===== src/rtl/cache_pkg.sv =====
// Shared constants, state encoding and geometry helpers for the L1 data cache.
package cache_pkg;

  localparam int unsigned LINE_BITS = 256;
  localparam int unsigned OFFSET_W  = 5;
  localparam int unsigned WORD_W    = 32;
  localparam int unsigned WSEL_W    = OFFSET_W - 2;

  typedef logic [1:0] state_t;

  localparam state_t IDLE        = 2'd0;
  localparam state_t WRITEBACK   = 2'd1;
  localparam state_t ALLOCATE    = 2'd2;
  localparam state_t REFILL_DONE = 2'd3;

  function automatic int unsigned index_w(input int unsigned lines);
    return $clog2(lines);
  endfunction

  function automatic int unsigned tag_w(input int unsigned addr_w, input int unsigned lines);
    return addr_w - $clog2(lines) - OFFSET_W;
  endfunction

endpackage


===== src/rtl/dcache_controller_if.sv =====
// CPU-side and memory-side signal bundle of the data cache.
interface dcache_controller_if #(
  parameter int unsigned ADDR_W    = 32,
  parameter int unsigned LINE_BITS = cache_pkg::LINE_BITS
);
  logic                 cpu_req_i;
  logic                 cpu_we_i;
  logic [ADDR_W-1:0]    cpu_addr_i;
  logic [31:0]          cpu_data_i;
  logic [31:0]          cpu_data_o;
  logic                 cpu_stall_o;
  logic                 mem_req_o;
  logic                 mem_we_o;
  logic [ADDR_W-1:0]    mem_addr_o;
  logic [LINE_BITS-1:0] mem_data_o;
  logic [LINE_BITS-1:0] mem_data_i;
  logic                 mem_ack_i;

  // The cache itself.
  modport slave (
    input  cpu_req_i, cpu_we_i, cpu_addr_i, cpu_data_i, mem_data_i, mem_ack_i,
    output cpu_data_o, cpu_stall_o, mem_req_o, mem_we_o, mem_addr_o, mem_data_o
  );

  // Pipeline plus memory, seen from outside the cache.
  modport master (
    output cpu_req_i, cpu_we_i, cpu_addr_i, cpu_data_i, mem_data_i, mem_ack_i,
    input  cpu_data_o, cpu_stall_o, mem_req_o, mem_we_o, mem_addr_o, mem_data_o
  );
endinterface


===== src/rtl/dcache_sram.sv =====
// Valid/dirty/tag/data arrays: one combinational read port, one registered write port.
module dcache_sram import cache_pkg::*; #(
  parameter int unsigned LINES     = 16,
  parameter int unsigned LINE_BITS = cache_pkg::LINE_BITS,
  parameter int unsigned TAG_W     = 23
) (
  input  logic                        clk_i,
  input  logic                        rst_i,
  input  logic [index_w(LINES)-1:0]   rd_idx,
  output logic                        rd_valid,
  output logic                        rd_dirty,
  output logic [TAG_W-1:0]            rd_tag,
  output logic [LINE_BITS-1:0]        rd_data,
  input  logic [index_w(LINES)-1:0]   wr_idx,
  input  logic                        wr_line,
  input  logic [TAG_W-1:0]            wr_tag,
  input  logic [LINE_BITS-1:0]        wr_line_data,
  input  logic                        wr_word,
  input  logic [WSEL_W-1:0]           wr_sel,
  input  logic [WORD_W-1:0]           wr_word_data
);
  logic [LINES-1:0]     valid_q;
  logic [LINES-1:0]     dirty_q;
  logic [TAG_W-1:0]     tag_q  [LINES];
  logic [LINE_BITS-1:0] data_q [LINES];

  // Read port
  always_comb begin
    rd_valid = valid_q[rd_idx];
    rd_dirty = dirty_q[rd_idx];
    rd_tag   = tag_q[rd_idx];
    rd_data  = data_q[rd_idx];
  end

  // Line state: a refill makes a line valid and clean, a word store makes it dirty
  always_ff @(posedge clk_i) begin
    if (!rst_i) begin
      valid_q <= '0;
      dirty_q <= '0;
    end else if (wr_line) begin
      valid_q[wr_idx] <= 1'b1;
      dirty_q[wr_idx] <= 1'b0;
    end else if (wr_word) begin
      dirty_q[wr_idx] <= 1'b1;
    end
  end

  // Tag and data storage, not reset
  always_ff @(posedge clk_i) begin
    if (wr_line) begin
      tag_q[wr_idx]  <= wr_tag;
      data_q[wr_idx] <= wr_line_data;
    end else if (wr_word) begin
      data_q[wr_idx][WORD_W*int'(wr_sel) +: WORD_W] <= wr_word_data;
    end
  end
endmodule


===== src/rtl/dcache_controller.sv =====
// Direct-mapped write-back write-allocate L1 data cache: FSM, request latch, hit/stall.
module dcache_controller import cache_pkg::*; #(
  parameter int unsigned LINES     = 16,
  parameter int unsigned LINE_BITS = cache_pkg::LINE_BITS,
  parameter int unsigned ADDR_W    = 32
) (
  input logic                 clk_i,
  input logic                 rst_i,
  dcache_controller_if.slave  bus
);
  localparam int unsigned IDX_W = index_w(LINES);
  localparam int unsigned TAG_W = tag_w(ADDR_W, LINES);

  state_t             state_q, state_d;
  logic [TAG_W-1:0]   req_tag_q, req_tag_d;
  logic [IDX_W-1:0]   req_idx_q, req_idx_d;

  logic [IDX_W-1:0]     cpu_idx, line_idx;
  logic [TAG_W-1:0]     cpu_tag;
  logic [WSEL_W-1:0]    cpu_wsel;
  logic [1:0]           addr_lsb_unused;
  logic                 rd_valid, rd_dirty, hit;
  logic [TAG_W-1:0]     rd_tag;
  logic [LINE_BITS-1:0] rd_data;
  logic                 wr_line, wr_word;
  logic                 mem_req, mem_we;
  logic [ADDR_W-1:0]    mem_addr;
  logic [LINE_BITS-1:0] mem_data;
  logic [31:0]          cpu_data;
  logic                 cpu_stall;

  assign cpu_idx         = bus.cpu_addr_i[OFFSET_W +: IDX_W];
  assign cpu_tag         = bus.cpu_addr_i[ADDR_W-1 -: TAG_W];
  assign cpu_wsel        = bus.cpu_addr_i[OFFSET_W-1:2];
  assign addr_lsb_unused = bus.cpu_addr_i[1:0];

  // Outside IDLE the arrays are addressed by the latched miss, not the live bus.
  assign line_idx = (state_q == IDLE) ? cpu_idx : req_idx_q;
  assign hit      = bus.cpu_req_i & rd_valid & (rd_tag == cpu_tag);

  dcache_sram #(
    .LINES     (LINES),
    .LINE_BITS (LINE_BITS),
    .TAG_W     (TAG_W)
  ) u_sram (
    .clk_i        (clk_i),
    .rst_i        (rst_i),
    .rd_idx       (line_idx),
    .rd_valid     (rd_valid),
    .rd_dirty     (rd_dirty),
    .rd_tag       (rd_tag),
    .rd_data      (rd_data),
    .wr_idx       (line_idx),
    .wr_line      (wr_line),
    .wr_tag       (req_tag_q),
    .wr_line_data (bus.mem_data_i),
    .wr_word      (wr_word),
    .wr_sel       (cpu_wsel),
    .wr_word_data (bus.cpu_data_i)
  );

  // State register and latched miss address
  always_ff @(posedge clk_i) begin
    if (!rst_i) begin
      state_q   <= IDLE;
      req_tag_q <= '0;
      req_idx_q <= '0;
    end else begin
      state_q   <= state_d;
      req_tag_q <= req_tag_d;
      req_idx_q <= req_idx_d;
    end
  end

  // Next-state logic; the request is captured on the miss cycle
  always_comb begin
    state_d   = state_q;
    req_tag_d = req_tag_q;
    req_idx_d = req_idx_q;
    unique case (state_q)
      IDLE: begin
        if (bus.cpu_req_i && !hit) begin
          req_tag_d = cpu_tag;
          req_idx_d = cpu_idx;
          state_d   = (rd_valid && rd_dirty) ? WRITEBACK : ALLOCATE;
        end
      end
      WRITEBACK:   if (bus.mem_ack_i) state_d = ALLOCATE;
      ALLOCATE:    if (bus.mem_ack_i) state_d = REFILL_DONE;
      REFILL_DONE: state_d = IDLE;
    endcase
  end

  // Outputs: memory bus decoded from the registered state, CPU side from the hit
  always_comb begin
    mem_req  = 1'b0;
    mem_we   = 1'b0;
    mem_addr = '0;
    mem_data = '0;
    wr_line  = 1'b0;
    unique case (state_q)
      IDLE: ;
      WRITEBACK: begin
        mem_req  = 1'b1;
        mem_we   = 1'b1;
        mem_addr = {rd_tag, req_idx_q, {OFFSET_W{1'b0}}};
        mem_data = rd_data;
      end
      ALLOCATE: begin
        mem_req  = 1'b1;
        mem_addr = {req_tag_q, req_idx_q, {OFFSET_W{1'b0}}};
        wr_line  = bus.mem_ack_i;
      end
      REFILL_DONE: ;
    endcase
    wr_word   = (state_q == IDLE) & hit & bus.cpu_we_i;
    cpu_stall = bus.cpu_req_i & ~((state_q == IDLE) & hit);
    cpu_data  = ((state_q == IDLE) && hit) ? rd_data[WORD_W*int'(cpu_wsel) +: WORD_W] : '0;
  end

  assign bus.mem_req_o   = mem_req;
  assign bus.mem_we_o    = mem_we;
  assign bus.mem_addr_o  = mem_addr;
  assign bus.mem_data_o  = mem_data;
  assign bus.cpu_data_o  = cpu_data;
  assign bus.cpu_stall_o = cpu_stall;
endmodule


===== src/flat_wrapper.sv =====
// flat-port wrapper written by rule: the top's interface ports become plain ports
module dcache_controller_flat import cache_pkg::*;
#(
  parameter int unsigned LINES     = 16,
  parameter int unsigned LINE_BITS = cache_pkg::LINE_BITS,
  parameter int unsigned ADDR_W    = 32
)
  (clk_i, rst_i, bus_cpu_req_i, bus_cpu_we_i, bus_cpu_addr_i, bus_cpu_data_i, bus_mem_data_i, bus_mem_ack_i, bus_cpu_data_o, bus_cpu_stall_o, bus_mem_req_o, bus_mem_we_o, bus_mem_addr_o, bus_mem_data_o);
  dcache_controller_if #(.ADDR_W(ADDR_W), .LINE_BITS(LINE_BITS)) bus_i ();
  input logic clk_i;
  input logic rst_i;
  input wire logic [$bits(bus_i.cpu_req_i)-1:0] bus_cpu_req_i;
  input wire logic [$bits(bus_i.cpu_we_i)-1:0] bus_cpu_we_i;
  input wire logic [$bits(bus_i.cpu_addr_i)-1:0] bus_cpu_addr_i;
  input wire logic [$bits(bus_i.cpu_data_i)-1:0] bus_cpu_data_i;
  input wire logic [$bits(bus_i.mem_data_i)-1:0] bus_mem_data_i;
  input wire logic [$bits(bus_i.mem_ack_i)-1:0] bus_mem_ack_i;
  output wire logic [$bits(bus_i.cpu_data_o)-1:0] bus_cpu_data_o;
  output wire logic [$bits(bus_i.cpu_stall_o)-1:0] bus_cpu_stall_o;
  output wire logic [$bits(bus_i.mem_req_o)-1:0] bus_mem_req_o;
  output wire logic [$bits(bus_i.mem_we_o)-1:0] bus_mem_we_o;
  output wire logic [$bits(bus_i.mem_addr_o)-1:0] bus_mem_addr_o;
  output wire logic [$bits(bus_i.mem_data_o)-1:0] bus_mem_data_o;
  assign bus_i.cpu_req_i = bus_cpu_req_i;
  assign bus_i.cpu_we_i = bus_cpu_we_i;
  assign bus_i.cpu_addr_i = bus_cpu_addr_i;
  assign bus_i.cpu_data_i = bus_cpu_data_i;
  assign bus_i.mem_data_i = bus_mem_data_i;
  assign bus_i.mem_ack_i = bus_mem_ack_i;
  assign bus_cpu_data_o = bus_i.cpu_data_o;
  assign bus_cpu_stall_o = bus_i.cpu_stall_o;
  assign bus_mem_req_o = bus_i.mem_req_o;
  assign bus_mem_we_o = bus_i.mem_we_o;
  assign bus_mem_addr_o = bus_i.mem_addr_o;
  assign bus_mem_data_o = bus_i.mem_data_o;
  dcache_controller #(.LINES(LINES), .LINE_BITS(LINE_BITS), .ADDR_W(ADDR_W)) u_core (.clk_i(clk_i), .rst_i(rst_i), .bus(bus_i));
endmodule

===== config.mk =====
export PLATFORM = sky130hd
export DESIGN_NAME = dcache_controller_flat
export DESIGN_NICKNAME = d
export VERILOG_FILES = /design/src/rtl/cache_pkg.sv /design/src/rtl/dcache_controller_if.sv /design/src/rtl/dcache_sram.sv /design/src/rtl/dcache_controller.sv /design/src/flat_wrapper.sv
export SDC_FILE = /design/constraint.sdc
export NUM_CORES = 2
export LEC_CHECK = 0
export BUFFER_PORTS_ARGS = -buffer_cell sky130_fd_sc_hd__buf_2
export CAP_MARGIN = 15
export CORE_ASPECT_RATIO = 0.75
export CORE_MARGIN = 2
export CORE_UTILIZATION = 30
export CTS_CLUSTER_DIAMETER = 150
export DETAILED_ROUTE_END_ITERATION = 6
export SYNTH_ARGS = -nofsm -noshare
export SYNTH_HDL_FRONTEND = slang
export SYNTH_MEMORY_MAX_BITS = 65536
export SYNTH_SLANG_ARGS = --single-unit

===== constraint.sdc =====
create_clock -name clk_i -period 20.2 [get_ports clk_i]
set_clock_uncertainty 0.2 [all_clocks]
set_input_delay 1.01 -clock clk_i [delete_from_list [all_inputs] [get_ports clk_i]]
set_output_delay 1.01 -clock clk_i [all_outputs]
set_load 0.005 [all_outputs]

# After elaboration in Yosys (flattened, before gate mapping)
# Memory sizes are Yosys's and may differ from the RTL's.
# Cells that the tools add are included.
[word_totals]
regBits = 61
mem_bits_rw = 4464
inputBits = 325
output_inout_bits = 323
word_cells = 577
memories = 2
[classes]
n_addsub = 1
n_lt_le_gt_ge = 2
eq_ne = 7
shift = 3
mux = 281
n_bitwise = 266
reduce_logical = 10
[memory_table]
columns = ["name", "depth", "width", "rd", "rd_clocked_by_memory_dff", "write_ports", "line", "rtl"]
rows = [
  ["u_core.u_sram.data_q", 16, 256, 1, 0, 1, "dcache_sram.sv:25", "logic [LINE_BITS-1:0] data_q [LINES];"],
  ["u_core.u_sram.tag_q", 16, 23, 1, 0, 1, "dcache_sram.sv:24", "logic [TAG_W-1:0] tag_q [LINES];"],
]
[op_table]
columns = ["operator", "n"]
rows = [
  ["$mux 256", 2],
  ["$mux 1", 266],
  ["$or 1x1->1", 256],
  ["$shift 32x34->256 const A", 1],
  ["$shiftx 256x9->32", 1],
  ["$shiftx 32x34->256", 1],
  ["$pmux 32 s2", 1],
  ["$neg 8->34", 1],
  ["$mux 16", 2],
  ["$mux 32", 1],
  ["$or 16x16->16", 2],
  ["$eq 23x23->1", 1],
  ["$and 16x16->16", 1],
  ["$not 16->16", 1],
  ["$bmux 1 s4", 2],
  ["$mux 2", 4],
  ["$pmux 2 s4", 1],
  ["$ne 2x2->1 const B", 3],
  ["$and 1x1->1", 5],
  ["$lt 4x5->1 const B", 1],
  ["$demux 1 s4", 1],
  ["$eq 2x2->1 const B", 2],
  ["$ge 4x1->1 const B", 1],
  ["$logic_and 1x1->1", 4],
  ["9 further kinds", 9],
]

# Longest topological paths before layout
[depth]
word_depth = 12
mapped_depth = 21

# By module
# From an unflattened synthesis, not the netlist that was laid out.
[unflattened]
hier_cells = 8750
area_unflattened_um2 = 178292.2
[by_module_without_submodules]
columns = ["mod", "instances", "cells_per_inst", "area_each_um2"]
rows = [
  ["dcache_sram", 1, 8063, 172623.1],
  ["dcache_controller", 1, 687, 5669.2],
]

# Worst setup path after synthesis
# No wires, ideal clock.
[synth_timing]
kind = "input to register"
from = "input port bus_cpu_addr_i[2]"
to = "memory u_core.u_sram.data_q[10][32], enable pin"
arrival_time_ps = 5985
t_required_ps = 19530
slack_ps = 13545
path_stages = 10
n_path_buf = 5
cell_sequence = "clkbuf_1 -> inv_2 -> buf_1 -> clkbuf_1 -> ha_1 -> ha_1 -> clkbuf_1 -> nand4_1 -> clkbuf_1 -> o31ai_1"
[synth_between]
elab_chain_len = 4
[synth_lines]
columns = ["item", "line", "rtl"]
rows = [
  ["from (decl)", "flat_wrapper.sv:14", "input wire logic [$bits(bus_i.cpu_addr_i)-1:0] bus_cpu_addr_i;"],
  ["$neg 8->34", "dcache_sram.sv:54", "data_q[wr_idx][WORD_W*int'(wr_sel) +: WORD_W] <= wr_word_data;"],
  ["$shift 32x34->256", "dcache_sram.sv:54", ""],
  ["$mux 256 (implied by the code)", "dcache_sram.sv:54", ""],
  ["$or 1x1->1 (no source line)", "n/a", ""],
  ["to (decl)", "dcache_sram.sv:25", ""],
]
# Every way passes these cells.

# Final worst setup path
[layout_timing]
from = "register u_core.state_q[1]"
to = "output port bus_cpu_data_o[27]"
[layout_between]
elab_chain_len = 8
elab_cells_between_ends = 12
cone_classes = "eq/ne (1); shift (1); mux (4); bitwise (2); reduce/logical (2); memory (2)"
[layout_lines]
columns = ["item", "line", "rtl"]
rows = [
  ["from (decl)", "dcache_controller.sv:14", "state_t state_q, state_d;"],
  ["from (signal assigned)", "dcache_controller.sv:69", "state_q <= state_d;"],
  ["$logic_not 2->1 *", "dcache_controller.sv:38, dcache_controller.sv:118", ""],
  ["branches (longest 6 deep; another with $mem_v2 16x256)", "n/a", ""],
  ["$mux 32 *", "dcache_controller.sv:118", "cpu_data = ((state_q == IDLE) && hit) ? rd_data[WORD_W*int'(cpu_wsel) +: WORD_W] : '0;"],
  ["to (decl)", "flat_wrapper.sv:18", "output wire logic [$bits(bus_i.cpu_data_o)-1:0] bus_cpu_data_o;"],
]
# Mark *: on every way between the ends. The select of a mux whose other input is x is not followed.

==> key figures <==
Finish
  – Commonest cells after routing, fill and taps aside: edfxtp_1 (4,464), mux4_2 (1,080), buf_2 (639)
  – Most common cell after layout, fill and taps aside: edfxtp_1
  – Share of layout cells above drive strength 1: 0.307
  – # nets final: 9,955
  – Fill count: 54.9k
  – Area grow syn2layout: 16.6%
  – Design area: 209,000 sq um

Pwr
  – Sw frac: 0.337
  – P_leak: 66.2 nW
  – Pint: 17.6 mW
  – PnR Total Power: 26.5 mW
  – Sequential power share: 0.402
  – Combinational share of power: 0.290
  – Power Density: 127 nW/um^2
  – Switch Pwr: 8.95 mW
  – Clk pwr share: 0.308
  – Maximum VDD drop: 0.000101 V

Floorplan
  – I/O Pins: 648
  – Rows: 245
  – DIE WIDTH: 896 microns
  – Die height: 673 microns
  – Core footprint: 594,000 sq um
  – Die area: 604,000 sq um
  – Starting density of the core: 0.301

Timing
  – Fin Hold WS: 0.126 ns
  – Final hold viol count: 0
  – Final worst path period share: 0.527
  – Fin. max-slew vios: 0
  – Worst Setup Slack, final: 9.56 ns
  – Count of final setup violators: 0
  – Slew margin rel.: 0.138
  – Unrepaired setup endpoints after global routing: false
  – Min Clock Period, post-route: 10.64 ns
  – Worst Max-Slew Pin Slew: 1.29 ns
  – Fin Setup TNS: 0 ns
  – Max Clk Rate: 93.9 MHz

Route
  – Drt initial violations: 14.0k
  – DRC: 0
  – Drt total wl: 622,000 microns
  – Vias per inst: 5.39
  – DR WL/cell: 34.3 microns
  – Vias: 97.7k
  – Routed Antenna Nets: 0
  – DRT Pass-1 Iters: 6

Global routing
  – Gr usage total: 0.198
  – Pin count of the biggest net entering global routing: 143
  – Vias in the first global route: 91.7k
  – Initial antenna violation count: 186
  – Grt total ovfl: 0
  – First-pass GRT wire length: 822,000 microns

Worst setup path
  – Slowest stage cell on the critical path: buf_4
  – R2R cell count: 16
  – Critical path destination: bus_cpu_data_o[27]
  – Setup crit end kind: output pin
  – Cell Chain, Critical Path: inv_1 -> ha_2 -> mux2_8 -> buf_4 -> buf_4 -> buf_4 -> buf_4 -> buf_12 -> mux4_2 -> a22oi_1 -> nand2_1 -> mux4_2 -> a21oi_1 -> nor3_1 -> buf_2
  – CP dominant cell by count: buf_4
  – Startpoint Class: flop
  – CP peak stage delay: 1.00 ns
  – Worst EP arrival: 9.43 ns
  – R2r startpoint: u_core.state_q[1]$_SDFFE_PN0P_
  – CP Max Fanout: 120
  – Data required time of the worst path: 18.99 ns
  – R2R Path End: u_core.u_sram.data_q[12][128]$_DFFE_PP_
  – Worst R2R Setup Slack: 11.19 ns
  – Crit path from: u_core.state_q[1]$_SDFFE_PN0P_
  – Setup CP Type: flop to output pin

Yosys
  – Post-synthesis adder-cell area fraction: 0.000419
  – Synth Area in XOR/XNOR: 0.00117
  – Largest family of logic cells by synthesized area: multiplexers
  – Cells after Synth: 8,804
  – Syn Std Cell Area: 179,000 sq um
  – Post-synthesis sequential area ratio: 0.755
  – Ys flop type: edfxtp_1
  – Number of enable flip-flop cells after synthesis: 4,464
  – Mux cell area share after synthesis: 0.154
  – Compound-Gate Fraction of Synth Area: 0.0432
  – Synth cell types: 58
  – Synth Area in Simple Gates: 0.0318
  – Ys async rst share: 0
  – Flops & latches, synth: 4,525
  – Yosys Warn Count: 0
  – Avg Inst Size Synth: 20.4 sq um

CTS
  – Worst-path clk slew: 0.06 ns
  – Clock Tree Buf Depth: 4
  – Post-CTS sizing: 0
  – # clock sinks: 4,525
  – # H-tree levels: 5
  – Post-CTS Setup Bufs: 0
  – CTS Buf Count: 443
  – Clk_lat worst skew: 0.95 ns
  – Hold_buf cts: 0
  – TritonCTS clock tree: done
  – Root Driver: clkbuf_16

Placed design
  – Pre-CTS setup slack: 10.30 ns
  – Placed Area: 194,000 sq um
  – Placed wire-length estimate: 376,000 microns
  – GPL Wtd Cong: 0.856
  – IO buf count: 640

Run
  – Max_cap viols: 0

Worst hold path
  – Hold Crit Class: input pin to flop

Outcome
  – Status: finished, final reports clean
## metal layers
layer	track usage	vias up	part of all wire
li1	-	38500	-
met1	0.271	52400	0.40
met2	0.298	5823	0.45
met3	0.0461	975	0.10
met4	0.0986	42	0.053
met5	0.00271	-	0.00045
## through the flow
stage | utilization | std cells
finish | 0.352 | 18100
global route | 0.351 | 18100
CTS | 0.350 | 17900
detailed placement | 0.327 | 17100
global placement | 0.327 | 17100
floorplan | - | 8808
## registers in the layout, summed over array words and instances, names as in the netlist, named ones only
| register | count |
|---|---|
| u_core.u_sram.data_q | 4096 |
| u_core.u_sram.tag_q | 368 |
| u_core.req_tag_q | 23 |
| u_core.u_sram.valid_q | 16 |
| u_core.req_idx_q | 4 |
| u_core.state_q | 2 |
## cells by family after synthesis
family	count (synthesis)
buffers and inverters	623
AND/OR/NAND/NOR	1181
adder cells (fa/ha/maj)	6
flip-flops	4525
other	1
AO/OA/AOI/OAI	1073
XOR/XNOR	23
multiplexers	1372
## synthesized netlist by cell type (6+ instances only)
master	instances	area, sq um
edfxtp_1	4464	134000
mux4_2	1080	24300
a22oi_1	516	3870
nand2_1	509	1910
clkbuf_1	319	1200
and2_1	270	1690
a21o_1	246	1850
mux2_2	227	2560
buf_1	144	541
a21oi_1	126	631
nor2_1	125	469
nand3_1	102	510
buf_2	88	440
dfxtp_1	61	1220
a41oi_1	60	526
mux2i_1	49	490
o31ai_1	48	360
inv_1	39	146
nor3_1	37	185
nor4_1	32	200
nand4_1	30	188
nor2b_1	27	169
o21ai_0	23	115
xnor2_1	22	193
buf_4	19	143
o21a_1	18	135
and3_1	17	106
buf_6	12	135
mux2_1	12	135
a21boi_0	10	75.1
a211oi_1	8	60.1
o22ai_1	8	50.1
ha_1	6	75.1
## cell type report
class                   count  area, sq um  share of cell area
flip-flops and latches   4525       135000               0.647
diodes                    235          588             0.00281
inverters                  41          156            0.000748
clock inverters           263         2650              0.0127
repair buffers            953         5630              0.0269
multi-input cells        3660        43200               0.207
well taps                7904         9890              0.0473
clock buffers             553        11600              0.0553
## worst max-delay path: cells and delay by family, from the launching register on
family,cells,cell delay [ns]
fa+ha+maj,1,0.42
buf+inv,7,4.36
simple gates,2,0.36
flops,1,0.32
compound gates,2,0.71
mux,3,1.92
## power groups by stage
| stage | clock, mW | sequential [mW] | combinational (mW) |
|---|---|---|---|
| 6_report | 8.17 | 10.7 | 7.69 |
| 3_5_place_dp | 0 | 10.9 | 7.56 |
| 2_1_floorplan | 0 | 10.8 | 4.05 |
| 3_3_place_gp | 0 | 10.9 | 7.54 |
| 5_1_grt | 8.61 | 10.7 | 7.84 |
| 4_1_cts | 8.25 | 10.7 | 7.57 |
## worst min-delay path by stage
stage / from / cells past startpoint / slack (ns) / end
final: bus_cpu_addr_i[16] / 3 / 0.13 / u_core.req_tag_q[7]$_SDFFE_PN0P_
after detailed placement: u_core.u_sram.valid_q[7]$_SDFFE_PN0P_ / 1 / 0.25 / u_core.u_sram.valid_q[7]$_SDFFE_PN0P_
after global placement: u_core.u_sram.valid_q[5]$_SDFFE_PN0P_ / 1 / 0.24 / u_core.u_sram.valid_q[5]$_SDFFE_PN0P_
after floorplan: u_core.u_sram.valid_q[6]$_SDFFE_PN0P_ / 1 / 0.24 / u_core.u_sram.valid_q[6]$_SDFFE_PN0P_
after global routing: bus_cpu_addr_i[16] / 3 / 0.08 / u_core.req_tag_q[7]$_SDFFE_PN0P_
after CTS: bus_cpu_addr_i[16] / 3 / 0.03 / u_core.req_tag_q[7]$_SDFFE_PN0P_
(Power assumes the default switching activity.)
